$ cat src/rtl/riscv_pkg.sv
// Shared RV32I encodings used by the EX/MEM stage and its store-lane helper.
package riscv_pkg;

  localparam int XLEN   = 32;
  localparam int REG_AW = 5;

  // Conditional branch funct3 codes
  localparam logic [2:0] F3_BEQ  = 3'b000;
  localparam logic [2:0] F3_BNE  = 3'b001;
  localparam logic [2:0] F3_BLT  = 3'b100;
  localparam logic [2:0] F3_BGE  = 3'b101;
  localparam logic [2:0] F3_BLTU = 3'b110;
  localparam logic [2:0] F3_BGEU = 3'b111;

  // Store funct3 codes
  localparam logic [2:0] F3_SB = 3'b000;
  localparam logic [2:0] F3_SH = 3'b001;
  localparam logic [2:0] F3_SW = 3'b010;

  // Access size carried in funct3[1:0] for both loads and stores
  typedef enum logic [1:0] {
    SZ_BYTE = 2'b00,
    SZ_HALF = 2'b01,
    SZ_WORD = 2'b10
  } mem_size_e;

  // Bit positions inside ctl = {RegWrite, MemRead, MemWrite, MemtoReg}
  localparam int CTL_REGWRITE = 3;
  localparam int CTL_MEMREAD  = 2;
  localparam int CTL_MEMWRITE = 1;
  localparam int CTL_MEMTOREG = 0;

endpackage

$ cat src/rtl/store_lane_align.sv
// Combinational byte-lane steering for stores plus misalignment detection.
module store_lane_align
  import riscv_pkg::*;
(
  input  logic [1:0]  size_i,      // funct3[1:0]
  input  logic [1:0]  addr_i,      // low address bits
  input  logic [31:0] rs2_i,
  input  logic        access_i,    // MemRead | MemWrite
  input  logic        write_i,     // MemWrite
  output logic [31:0] wdata_o,
  output logic [3:0]  wstrb_o,
  output logic        misalign_o
);

  logic [3:0] strb_raw;
  logic       mis_raw;

  // Replicate the store datum across lanes and pick the lanes it lands in
  always_comb begin
    wdata_o  = rs2_i;
    strb_raw = 4'b0000;
    mis_raw  = 1'b0;
    case (size_i)
      SZ_BYTE: begin
        wdata_o  = {4{rs2_i[7:0]}};
        strb_raw = 4'b0001 << addr_i;
      end
      SZ_HALF: begin
        wdata_o  = {2{rs2_i[15:0]}};
        strb_raw = addr_i[1] ? 4'b1100 : 4'b0011;
        mis_raw  = addr_i[0];
      end
      SZ_WORD: begin
        strb_raw = 4'b1111;
        mis_raw  = |addr_i;
      end
      default: ;
    endcase
    misalign_o = access_i & mis_raw;
    // A misaligned store must not touch memory at all
    wstrb_o    = (write_i && !mis_raw) ? strb_raw : 4'b0000;
  end

endmodule

$ cat src/rtl/ex_mem_stage.sv
// EX/MEM pipeline register: captures ALU results and control, resolves branches,
// aligns store data and exposes the EX->EX forwarding source.
module ex_mem_stage
  import riscv_pkg::*;
#(
  parameter int XLEN   = riscv_pkg::XLEN,
  parameter int REG_AW = riscv_pkg::REG_AW
) (
  input  logic              clk,
  input  logic              rst_n,
  input  logic              stall,
  input  logic              flush,
  input  logic              ex_valid,
  input  logic [XLEN-1:0]   ex_pc,
  input  logic [XLEN-1:0]   ex_alu_result,
  input  logic              ex_zero,
  input  logic              ex_less,
  input  logic [XLEN-1:0]   ex_rs2_data,
  input  logic [XLEN-1:0]   ex_target,
  input  logic [REG_AW-1:0] ex_rd,
  input  logic [2:0]        ex_funct3,
  input  logic [3:0]        ex_ctl,
  input  logic              ex_branch,
  input  logic              ex_jump,
  output logic              mem_valid,
  output logic [XLEN-1:0]   mem_pc,
  output logic [XLEN-1:0]   mem_alu_result,
  output logic [XLEN-1:0]   mem_wdata,
  output logic [3:0]        mem_wstrb,
  output logic [REG_AW-1:0] mem_rd,
  output logic [3:0]        mem_ctl,
  output logic [2:0]        mem_funct3,
  output logic              mem_misalign,
  output logic              redirect_valid,
  output logic [XLEN-1:0]   redirect_pc,
  output logic              fwd_valid,
  output logic [REG_AW-1:0] fwd_rd,
  output logic [XLEN-1:0]   fwd_data
);

  typedef struct packed {
    logic              valid;
    logic [XLEN-1:0]   pc;
    logic [XLEN-1:0]   alu;
    logic [XLEN-1:0]   wdata;
    logic [3:0]        wstrb;
    logic [REG_AW-1:0] rd;
    logic [3:0]        ctl;
    logic [2:0]        funct3;
    logic              misalign;
    logic              taken;
    logic [XLEN-1:0]   target;
  } stage_t;

  stage_t stage_q, stage_d;
  logic   redirect_done_q, redirect_done_d;

  logic        cond_met;
  logic        taken;
  logic [31:0] st_wdata;
  logic [3:0]  st_wstrb;
  logic        st_misalign;

  store_lane_align u_align (
    .size_i     (ex_funct3[1:0]),
    .addr_i     (ex_alu_result[1:0]),
    .rs2_i      (ex_rs2_data),
    .access_i   (ex_ctl[CTL_MEMREAD] | ex_ctl[CTL_MEMWRITE]),
    .write_i    (ex_ctl[CTL_MEMWRITE]),
    .wdata_o    (st_wdata),
    .wstrb_o    (st_wstrb),
    .misalign_o (st_misalign)
  );

  // Branch condition from ALU flags; the decoder picked SUB/SLT/SLTU to suit funct3
  always_comb begin
    cond_met = 1'b0;
    case (ex_funct3)
      F3_BEQ:            cond_met = ex_zero;
      F3_BNE:            cond_met = ~ex_zero;
      F3_BLT,  F3_BLTU:  cond_met = ex_less;
      F3_BGE,  F3_BGEU:  cond_met = ~ex_less;
      default:           cond_met = 1'b0;
    endcase
    taken = ex_valid & (ex_jump | (ex_branch & cond_met));
  end

  // Next-state: a pending redirect squashes whatever EX holds (it is on the wrong path)
  always_comb begin
    stage_d         = stage_q;
    redirect_done_d = redirect_done_q;
    if (flush || redirect_valid) begin
      stage_d         = '0;
      redirect_done_d = 1'b0;
    end else if (stall) begin
      redirect_done_d = 1'b1;
    end else begin
      stage_d.valid              = ex_valid;
      stage_d.pc                 = ex_pc;
      stage_d.alu                = ex_alu_result;
      stage_d.wdata              = st_wdata;
      stage_d.wstrb              = st_wstrb;
      stage_d.rd                 = ex_rd;
      stage_d.ctl                = ex_ctl;
      stage_d.ctl[CTL_MEMWRITE]  = ex_ctl[CTL_MEMWRITE] & ~st_misalign;
      stage_d.funct3             = ex_funct3;
      stage_d.misalign           = st_misalign;
      stage_d.taken              = taken;
      stage_d.target             = ex_target;
      redirect_done_d            = 1'b0;
    end
  end

  // Stage register with asynchronous clear
  always_ff @(posedge clk or negedge rst_n) begin
    if (!rst_n) begin
      stage_q         <= '0;
      redirect_done_q <= 1'b0;
    end else begin
      stage_q         <= stage_d;
      redirect_done_q <= redirect_done_d;
    end
  end

  assign mem_valid      = stage_q.valid;
  assign mem_pc         = stage_q.pc;
  assign mem_alu_result = stage_q.alu;
  assign mem_wdata      = stage_q.wdata;
  assign mem_wstrb      = stage_q.wstrb;
  assign mem_rd         = stage_q.rd;
  assign mem_ctl        = stage_q.ctl;
  assign mem_funct3     = stage_q.funct3;
  assign mem_misalign   = stage_q.misalign;

  assign redirect_valid = stage_q.valid & stage_q.taken & ~redirect_done_q;
  assign redirect_pc    = stage_q.target;

  // Loads are excluded: their data is not known until after MEM
  assign fwd_valid = stage_q.valid & stage_q.ctl[CTL_REGWRITE] & ~stage_q.ctl[CTL_MEMREAD]
                   & (stage_q.rd != '0);
  assign fwd_rd    = stage_q.rd;
  assign fwd_data  = stage_q.alu;

endmodule

$ cat config.mk
export PLATFORM = sky130hd
export DESIGN_NAME = ex_mem_stage
export DESIGN_NICKNAME = d
export VERILOG_FILES = /design/src/rtl/riscv_pkg.sv /design/src/rtl/store_lane_align.sv /design/src/rtl/ex_mem_stage.sv
export SDC_FILE = /design/constraint.sdc
export NUM_CORES = 1
export LEC_CHECK = 0
export CAP_MARGIN = 10
export CELL_PAD_IN_SITES_DETAIL_PLACEMENT = 0
export CELL_PAD_IN_SITES_GLOBAL_PLACEMENT = 2
export CORE_MARGIN = 8
export CORE_UTILIZATION = 27
export CTS_CLUSTER_DIAMETER = 50
export DETAILED_ROUTE_END_ITERATION = 10
export PLACE_DENSITY = 0.91
export SYNTH_ARGS = -nofsm -noshare
export SYNTH_HDL_FRONTEND = slang
export SYNTH_SLANG_ARGS = --single-unit
$ cat constraint.sdc
create_clock -name clk -period 3.88 [get_ports clk]
set_clock_uncertainty 0.2 [all_clocks]
set_input_delay 0.776 -clock clk [delete_from_list [all_inputs] [get_ports clk]]
set_output_delay 0.776 -clock clk [all_outputs]
set_load 0.01 [all_outputs]
[After elaboration in Yosys (flattened, before gate mapping)]
Index checks and enable logic that the tools add are counted.
Word-level totals
  register bits: 148
  bits of input ports: 149
  output and inout bits: 185
  word-level logic and storage cells: 56
Cells by class
  equality and inequality tests: 8
  shift-type cells: 1
  mux-type cells: 10
  bitwise gates (word level): 16
  reductions and logical operators: 9
Operators by type and width (count)
  $mux 147: 2
  $pmux 32 s2: 1
  $eq 3x3->1 const B: 4
  $pmux 4 s3: 1
  $and 1x1->1: 9
  $mux 4: 2
  $reduce_or 2->1: 3
  $not 1->1: 5
  $reduce_bool 5->1: 1
  $pmux 1 s4: 1
  $shl 1x2->4 const A: 1
  $eq 3x1->1 const B: 1
  $logic_not 3->1: 1
  $eq 2x1->1 const B: 1
  $eq 2x2->1 const B: 1
  $logic_not 2->1: 1
  $mux 1: 2
  $ne 2x1->1 const B: 1
  $or 1x1->1: 2
  $pmux 1 s2: 1
  $logic_and 1x1->1: 1
  $logic_not 1->1: 1
  $logic_or 1x1->1: 1

[Longest topological paths before layout]
Gate-level depths: netlist (run 1).
  depth after elaboration: 8
  gate-level depth with buffers: 7
  mapped depth without buffers: 6

[Modules after synthesis]
A second synthesis (run 1) with hierarchy kept.
Second synthesis, totals
  cells, all modules: 779
  area, all modules: 8104.0 µm²
By module, submodules not included
  ex_mem_stage: instances 1, cells each 673, area an instance 7464.7 µm²
  store_lane_align: instances 1, cells each 106, area an instance 639.4 µm²

[Worst setup path after synthesis (run 1)]
Ideal clock, no wire load.
  path type: input -> register
  start: input port ex_funct3[0]
  end: register stage_q, in the netlist mem_wdata[18]
  data arrival time: 1.817 ns
  data required time: 3.553 ns
  slack: 1.735 ns
  stages: 6
  path buffers: 1
  cell sequence: inv_1 ha_1 nor2_1 buf_2 mux2i_1 o21ai_0
On the way
  cells in the longest elaborated chain, start to end: 4
  elaborated cells between the ends (all ways): 5
  classes of those cells: 1 x eq/ne; 3 x mux; 1 x reduce/logical
RTL lines
  start: declaration: RTL line ex_mem_stage.sv:21  | input logic [2:0] ex_funct3,
  $eq 2x1->1 / $logic_not 2->1 (equally long branches): RTL line store_lane_align.sv:23  | case (size_i)
  $pmux 32 s2 *: RTL line store_lane_align.sv:23
  $mux 147 *: RTL line ex_mem_stage.sv:95  | end else if (stall) begin
  $mux 147 *: RTL line ex_mem_stage.sv:92  | if (flush || redirect_valid) begin
  end signal: assignment: RTL line ex_mem_stage.sv:120  | stage_q <= stage_d;
  end: declaration: RTL line ex_mem_stage.sv:55  | stage_t stage_q, stage_d;
Every way passes the cells marked *; elsewhere a longest branch is shown, timed or not. The select of a mux whose other input is x is not followed.
A chain may end at the register's enable or synchronous reset.

[Worst setup path in the final report (run 1)]
  start: register stage_q, in the netlist fwd_rd[3]
  end: output port fwd_valid
On the way
  cells in the longest elaborated chain, start to end: 2
RTL lines
  $reduce_bool 5->1: RTL line ex_mem_stage.sv:140  | & (stage_q.rd != '0);
  $and 1x1->1: RTL line ex_mem_stage.sv:140
  end: declaration: RTL line ex_mem_stage.sv:36  | output logic fwd_valid,
No other way between the ends.

==> flow_metrics.tcl, run 1 <==
set metrics [dict create \
    min_period_ns 2.98 \
    critical_path_class "reg2out" \
    vdd_drop_max_mv 0.232 \
    hold_violations 0 \
    routed_via_density 4.51 \
    synth_area_leaders "dfrtp_1, buf_4, a22o_1" \
    timing.rr.end "mem_pc[28]" \
    area_delta_synth_final_pct 40.3 \
    place_inst 1083 \
    slew_viol_final 0 \
    place_congestion 0.785 \
    die_w_um 178 \
    hold_ws_ns 0.111 \
    power.net_switching_mw 1.06 \
    fin_setup_tns_ns 0 \
    cts_sinks 148 \
    drtIter0Drc 276 \
    num_vias 5026 \
    place_area_um2 9390 \
    min_path_type "in2async" \
    mostFrequentLayoutCells "clkdlybuf4s50_1, dfrtp_1, a22o_1" \
    cts_tree "yes" \
    grt_max_degree 89 \
    cap_violations 0 \
    fin_crit_sh_pct 76.9 \
    die_area_um2 31700 \
    fillerInstances 2470 \
    synth.avg_cell_area_um2 11.4 \
    boundaryPins 334 \
    synthArstFlopShare_pct 100 \
    synth_ff_type "dfrtp_1" \
    yosysWarnings 0 \
    cts_setup_buffers 0 \
    cts_made_buffers 17 \
    crit_required_ns 2.90 \
    reg2regPathDepth 4 \
    cts-root-buf "clkbuf_16" \
    wl_per_cell_um 19.5 \
    grt_pass1_wl_um 32600 \
    antenna_found_initial 0 \
    clkLatencyLatePin_ns 0.41 \
    syn_nets 778 \
    swShare_pct 26.5 \
    syn_inst 624 \
    critical_path.max_fanout 4 \
    rsz0062_at_grt "no" \
    core_area_um2 25900 \
    slew_headroom_pct 53.8 \
    die-height_um 178 \
    num_rows 59 \
    grt-ovfl-total 0 \
    synth_cell_types 32 \
    diodes 0 \
    clk_pin_slew_ns 0.07 \
    io_buffer_count 333 \
    final_net_count 921 \
    yosys.area.top_type "dfrtp_1" \
    worstMarginPinSlew_ns 0.693 \
    cp-startpoint "fwd_rd[3]" \
    cts_hold_buffers 0 \
    cp-end-kind "output pin" \
    fmax_ghz 0.335 \
    leakage_nw 4.31 \
    clkPwrFrac_pct 40.5 \
    rrSetupSlack_ns 1.77 \
    cts_buffer_depth 2 \
    grt_usage_pct 13.3 \
    routed_wl_um 21800 \
    reg2reg_from "mem_valid" \
    power_frac_comb_pct 17.1 \
    ant_nets 0 \
    finalSetupViolations 0 \
    synth_seq_cells 148 \
    grt_pass1_vias 5257 \
    seq_power_share_pct 42.4 \
    crit_end "fwd_valid" \
    layout-drive-gt1-share_pct 5.77 \
    cellPowerDensity_nw_per_um2 401 \
    cts_resized 0 \
    synth_seq_area_share_pct 52.2 \
    layout.cells.most_common "clkdlybuf4s50_1" \
    htree_levels 4 \
    firstDrtPassIters 5 \
    cp.arrival_ns 2.01 \
    synth_top_area_share_pct 52.2 \
    synth_edf_count 0 \
    dp_hpwl_um 16000 \
    stdcell_area_um2 9960 \
    fin_cells 1115 \
    syn_area_um2 7100 \
    cp-start-kind "flop" \
    status "finished clean" \
    drc 0 \
    start_util_pct 27.4 \
    internal-power_mw 2.94 \
]
[how the worst min path moves through the flow]
| stage | startpoint | to | slack (ns) |
|---|---|---|---|
| 2_1_floorplan | mem_wdata[26] | mem_wdata[26] | 0.25 |
| 3_3_place_gp | mem_wdata[21] | mem_wdata[21] | 0.26 |
| 3_5_place_dp | mem_wdata[16] | mem_wdata[16] | 0.27 |
| 4_1_cts | rst_n | mem_wdata[14] | 0.11 |
| 5_1_grt | rst_n | mem_wdata[14] | 0.12 |
| 6_report | rst_n | mem_wdata[14] | 0.11 |
[cells by family after synthesis]
| logic type | Yosys count | synth area share [%] |
|---|---|---|
| mux | 8 | 1.13 |
| compound gates | 173 | 18.8 |
| simple gates | 70 | 4.72 |
| buf+inv | 220 | 22.3 |
| fa+ha+maj | 5 | 0.881 |
| flops | 148 | 52.2 |
[state kept, by name, summed over array words and instances, names as in the netlist]
signal and flops:
redirect_done_q 1, fwd_data 32, mem_wstrb 4, mem_wdata 32, mem_pc 32, fwd_rd 5
stage_q 1, redirect_pc 32, mem_funct3 3, mem_ctl 4, mem_misalign 1, mem_valid 1
[power by group through the flow]
stage | clock (mW) | combinational (mW) | sequential [mW]
5_1_grt | 1.76 | 0.735 | 1.71
3_3_place_gp | 0 | 0.691 | 1.72
4_1_cts | 1.69 | 0.697 | 1.70
3_5_place_dp | 0 | 0.694 | 1.72
2_1_floorplan | 0 | 0.381 | 1.70
6_report | 1.62 | 0.684 | 1.69
[Yosys cell counts (2+ instances only)]
master and instances:
mux2i_1 8, buf_4 196, o21ai_1 12, nand4b_1 2
nor2_1 20, ha_1 5, o21ai_0 32, inv_1 4
a31oi_1 2, a22o_1 119, nand2_1 36, clkbuf_1 5
nor3_1 2, a21oi_1 3, dfrtp_1 148, buf_2 14
[metal layers]
layer | routed length (um) | GRT usage (%) | vias to the layer above
li1 | - | - | 2299
met1 | 9040 | 16.4 | 2466
met2 | 10100 | 21.3 | 245
met3 | 2300 | 5.48 | 16
met4 | 321 | 3.61 | 0
met5 | 0 | 0 | -
[critical path, cell delays in order (launching register included)]
cell,delay (ns)
dfrtp_1,0.44
or4_1,0.51
nor2_1,0.10
nor3_1,0.06
clkdlybuf4s50_1,0.49
[final cells by class]
cell class | instances | area, um^2 | share of cell area, %
Clock buffer | 17 | 425 | 4.27
Clock inverter | 15 | 148 | 1.48
Inverter | 4 | 15.0 | 0.151
Multi-Input combinational cell | 256 | 1810 | 18.2
Sequential cell | 148 | 3700 | 37.2
Tap cell | 335 | 419 | 4.21
Timing Repair Buffer | 340 | 3440 | 34.5
[metrics by stage]
step	util [%]	power, mW	worst slack [ns]
finish	38.4	4.00	0.895
global route	38.4	4.20	0.801
CTS	38.4	4.08	0.854
detailed placement	36.2	2.42	0.917
global placement	36.2	2.41	0.957
floorplan	-	2.08	1.74
(Power assumes the default switching activity.)
==> run 2, diff against run 1 <==
- CORE_UTILIZATION: 27 -> 25
- PLACE_DENSITY: 0.91 -> 0.86
- clock period: 3.88 -> 2.8 ns (I/O delays scaled with it)
==> run 2 against run 1 <==
- setup slack got worse by 0.71 ns
- sequential power increased by 39%
- highest routed layer unchanged
- non-clock buffer count increased by 7
- clock power increased by 36%
- wire length increased by 2.9%
- via count decreased by 0.68%
==> flow_metrics.tcl, run 2 (synthesis results as in run 1) <==
set metrics [dict create \
    worstMarginPinSlew_ns 0.550 \
    num_rows 61 \
    layout.cells.most_common "clkdlybuf4s50_1" \
    final_net_count 928 \
    area_delta_synth_final_pct 41.8 \
    mostFrequentLayoutCells "clkdlybuf4s50_1, dfrtp_1, a22o_1" \
    fin_setup_tns_ns 0 \
    drtIter0Drc 168 \
    slew_viol_final 0 \
    cts-root-buf "clkbuf_16" \
    hold_start "mem_wdata[20]" \
    hold_depth 2 \
    power.net_switching_mw 1.50 \
    routed_wl_um 22400 \
    finalSetupViolations 0 \
    cp-end-kind "output pin" \
    swShare_pct 27.2 \
    fin_crit_sh_pct 93.3 \
    die_area_um2 34000 \
    crit_required_ns 2.04 \
    slew_headroom_pct 63.3 \
    hold_end "mem_wdata[20]" \
    fmax_ghz 0.383 \
    reg2reg_from "mem_valid" \
    die_w_um 185 \
    dp_hpwl_um 16500 \
    wl_per_cell_um 19.2 \
    start_util_pct 25.5 \
    power_frac_comb_pct 17.5 \
    cap_violations 0 \
    grt_max_degree 96 \
    min_period_ns 2.61 \
    critical_path.max_fanout 5 \
    clkPwrFrac_pct 40.0 \
    cp-start-kind "flop" \
    cts_tree "yes" \
    boundaryPins 334 \
    cts_setup_buffers 0 \
    grt-ovfl-total 0 \
    clkLatencyLatePin_ns 0.42 \
    vdd_drop_max_mv 0.323 \
    reg2regPathDepth 4 \
    cts_buffer_depth 2 \
    internal-power_mw 4.01 \
    htree_levels 4 \
    cellPowerDensity_nw_per_um2 548 \
    core_area_um2 27900 \
    place_congestion 0.781 \
    routed_via_density 4.28 \
    cts_made_buffers 17 \
    clk_pin_slew_ns 0.07 \
    grt_pass1_wl_um 33800 \
    drc 0 \
    diodes 0 \
    cts_sinks 148 \
    num_vias 4992 \
    grt_pass1_vias 5449 \
    seq_power_share_pct 42.6 \
    timing.rr.end "redirect_pc[11]" \
    critical_path_class "reg2out" \
    layout-drive-gt1-share_pct 6.48 \
    io_buffer_count 333 \
    min_path_type "reg2reg" \
    final_util_pct 36.1 \
    rrSetupSlack_ns 0.79 \
    status "finished clean" \
    die-height_um 185 \
    rsz0062_at_grt "no" \
    cp.arrival_ns 1.85 \
    hold_violations 0 \
    antenna_found_initial 0 \
    grt_usage_pct 12.9 \
    ant_nets 0 \
    fillerInstances 2742 \
    firstDrtPassIters 4 \
    leakage_nw 4.34 \
]
-- run 2: cell count changes in the layout (fill, tap and decap cells not counted), sizes merged --
cell	change
buf	+6
clkinv	-2
bufinv	-1
clkbuf	+1
clkdlybuf4s50	-1
clkinvlp	+1
dlygate4sd2	+1
dlygate4sd3	+1
inv	+1
-- run 2: metal layers --
| layer | GRT usage (%) | routed length (um) |
|---|---|---|
| met1 | 15.7 | 9400 |
| met2 | 21.1 | 10600 |
| met3 | 5.08 | 2210 |
| met5 | 0 | 0 |
| met4 | 3.39 | 191 |
-- run 2: final cells by class --
cell class                      instances  area [um^2]  share of cell area [%]
Clock inverter                         14          118                    1.17
Inverter                                4         15.0                   0.149
Sequential cell                       148         3700                    36.8
Clock buffer                           18          439                    4.36
Multi-Input combinational cell        256         1810                    18.0
Timing Repair Buffer                  347         3500                    34.8
Tap cell                              378          473                    4.70
-- run 2: critical path: stages, from the launching register on --
cell and delay (ns):
dfrtp_1 0.52, and3b_4 0.31, clkdlybuf4s50_1 0.60
-- run 2: metrics by stage --
| step | power (mW) | std cells | setup slack [ns] | hold slack [ns] | area [um^2] |
|---|---|---|---|---|---|
| floorplan | 2.89 | 624 | 0.871 | 0.0644 | 7100 |
| global placement | 3.36 | 1132 | 0.167 | 0.262 | 9500 |
| detailed placement | 3.37 | 1132 | 0.144 | 0.269 | 9500 |
| CTS | 5.63 | 1165 | 0.123 | 0.284 | 10100 |
| global route | 5.79 | 1165 | 0.0946 | 0.298 | 10100 |
| finish | 5.51 | 1165 | 0.189 | 0.278 | 10100 |
-- run 2: worst max path at each step --
stage | from | to | slack [ns]
3_3_place_gp | ex_funct3[1] | mem_wstrb[1] | 0.17
3_5_place_dp | ex_funct3[1] | mem_wstrb[0] | 0.14
6_report | mem_valid | redirect_valid | 0.19
2_1_floorplan | ex_funct3[0] | mem_wdata[18] | 0.87
4_1_cts | mem_valid | redirect_valid | 0.12
5_1_grt | mem_valid | redirect_valid | 0.09
-- run 2: what timing repair did --
| item | 4_1_cts | 5_1_grt |
|---|---|---|
| hold buffers | 1 | 0 |
| setup endpoints to repair | 1 | 0 |
| hold endpoints to repair | 40 | 0 |
| gates resized for setup | 1 | 0 |
-- run 2: power groups by stage --
stage / sequential, mW / clock (mW) / combinational (mW)
2_1_floorplan: 2.36 / 0 / 0.528
3_3_place_gp: 2.38 / 0 / 0.974
3_5_place_dp: 2.39 / 0 / 0.979
4_1_cts: 2.35 / 2.30 / 0.984
5_1_grt: 2.36 / 2.39 / 1.04
6_report: 2.35 / 2.20 / 0.963
==> run 3, diff against run 2 <==
- CTS_CLUSTER_SIZE: default -> 14
==> results of run 3 <==
Same layout as run 2: the final DEF is identical, and so are final timing and power.
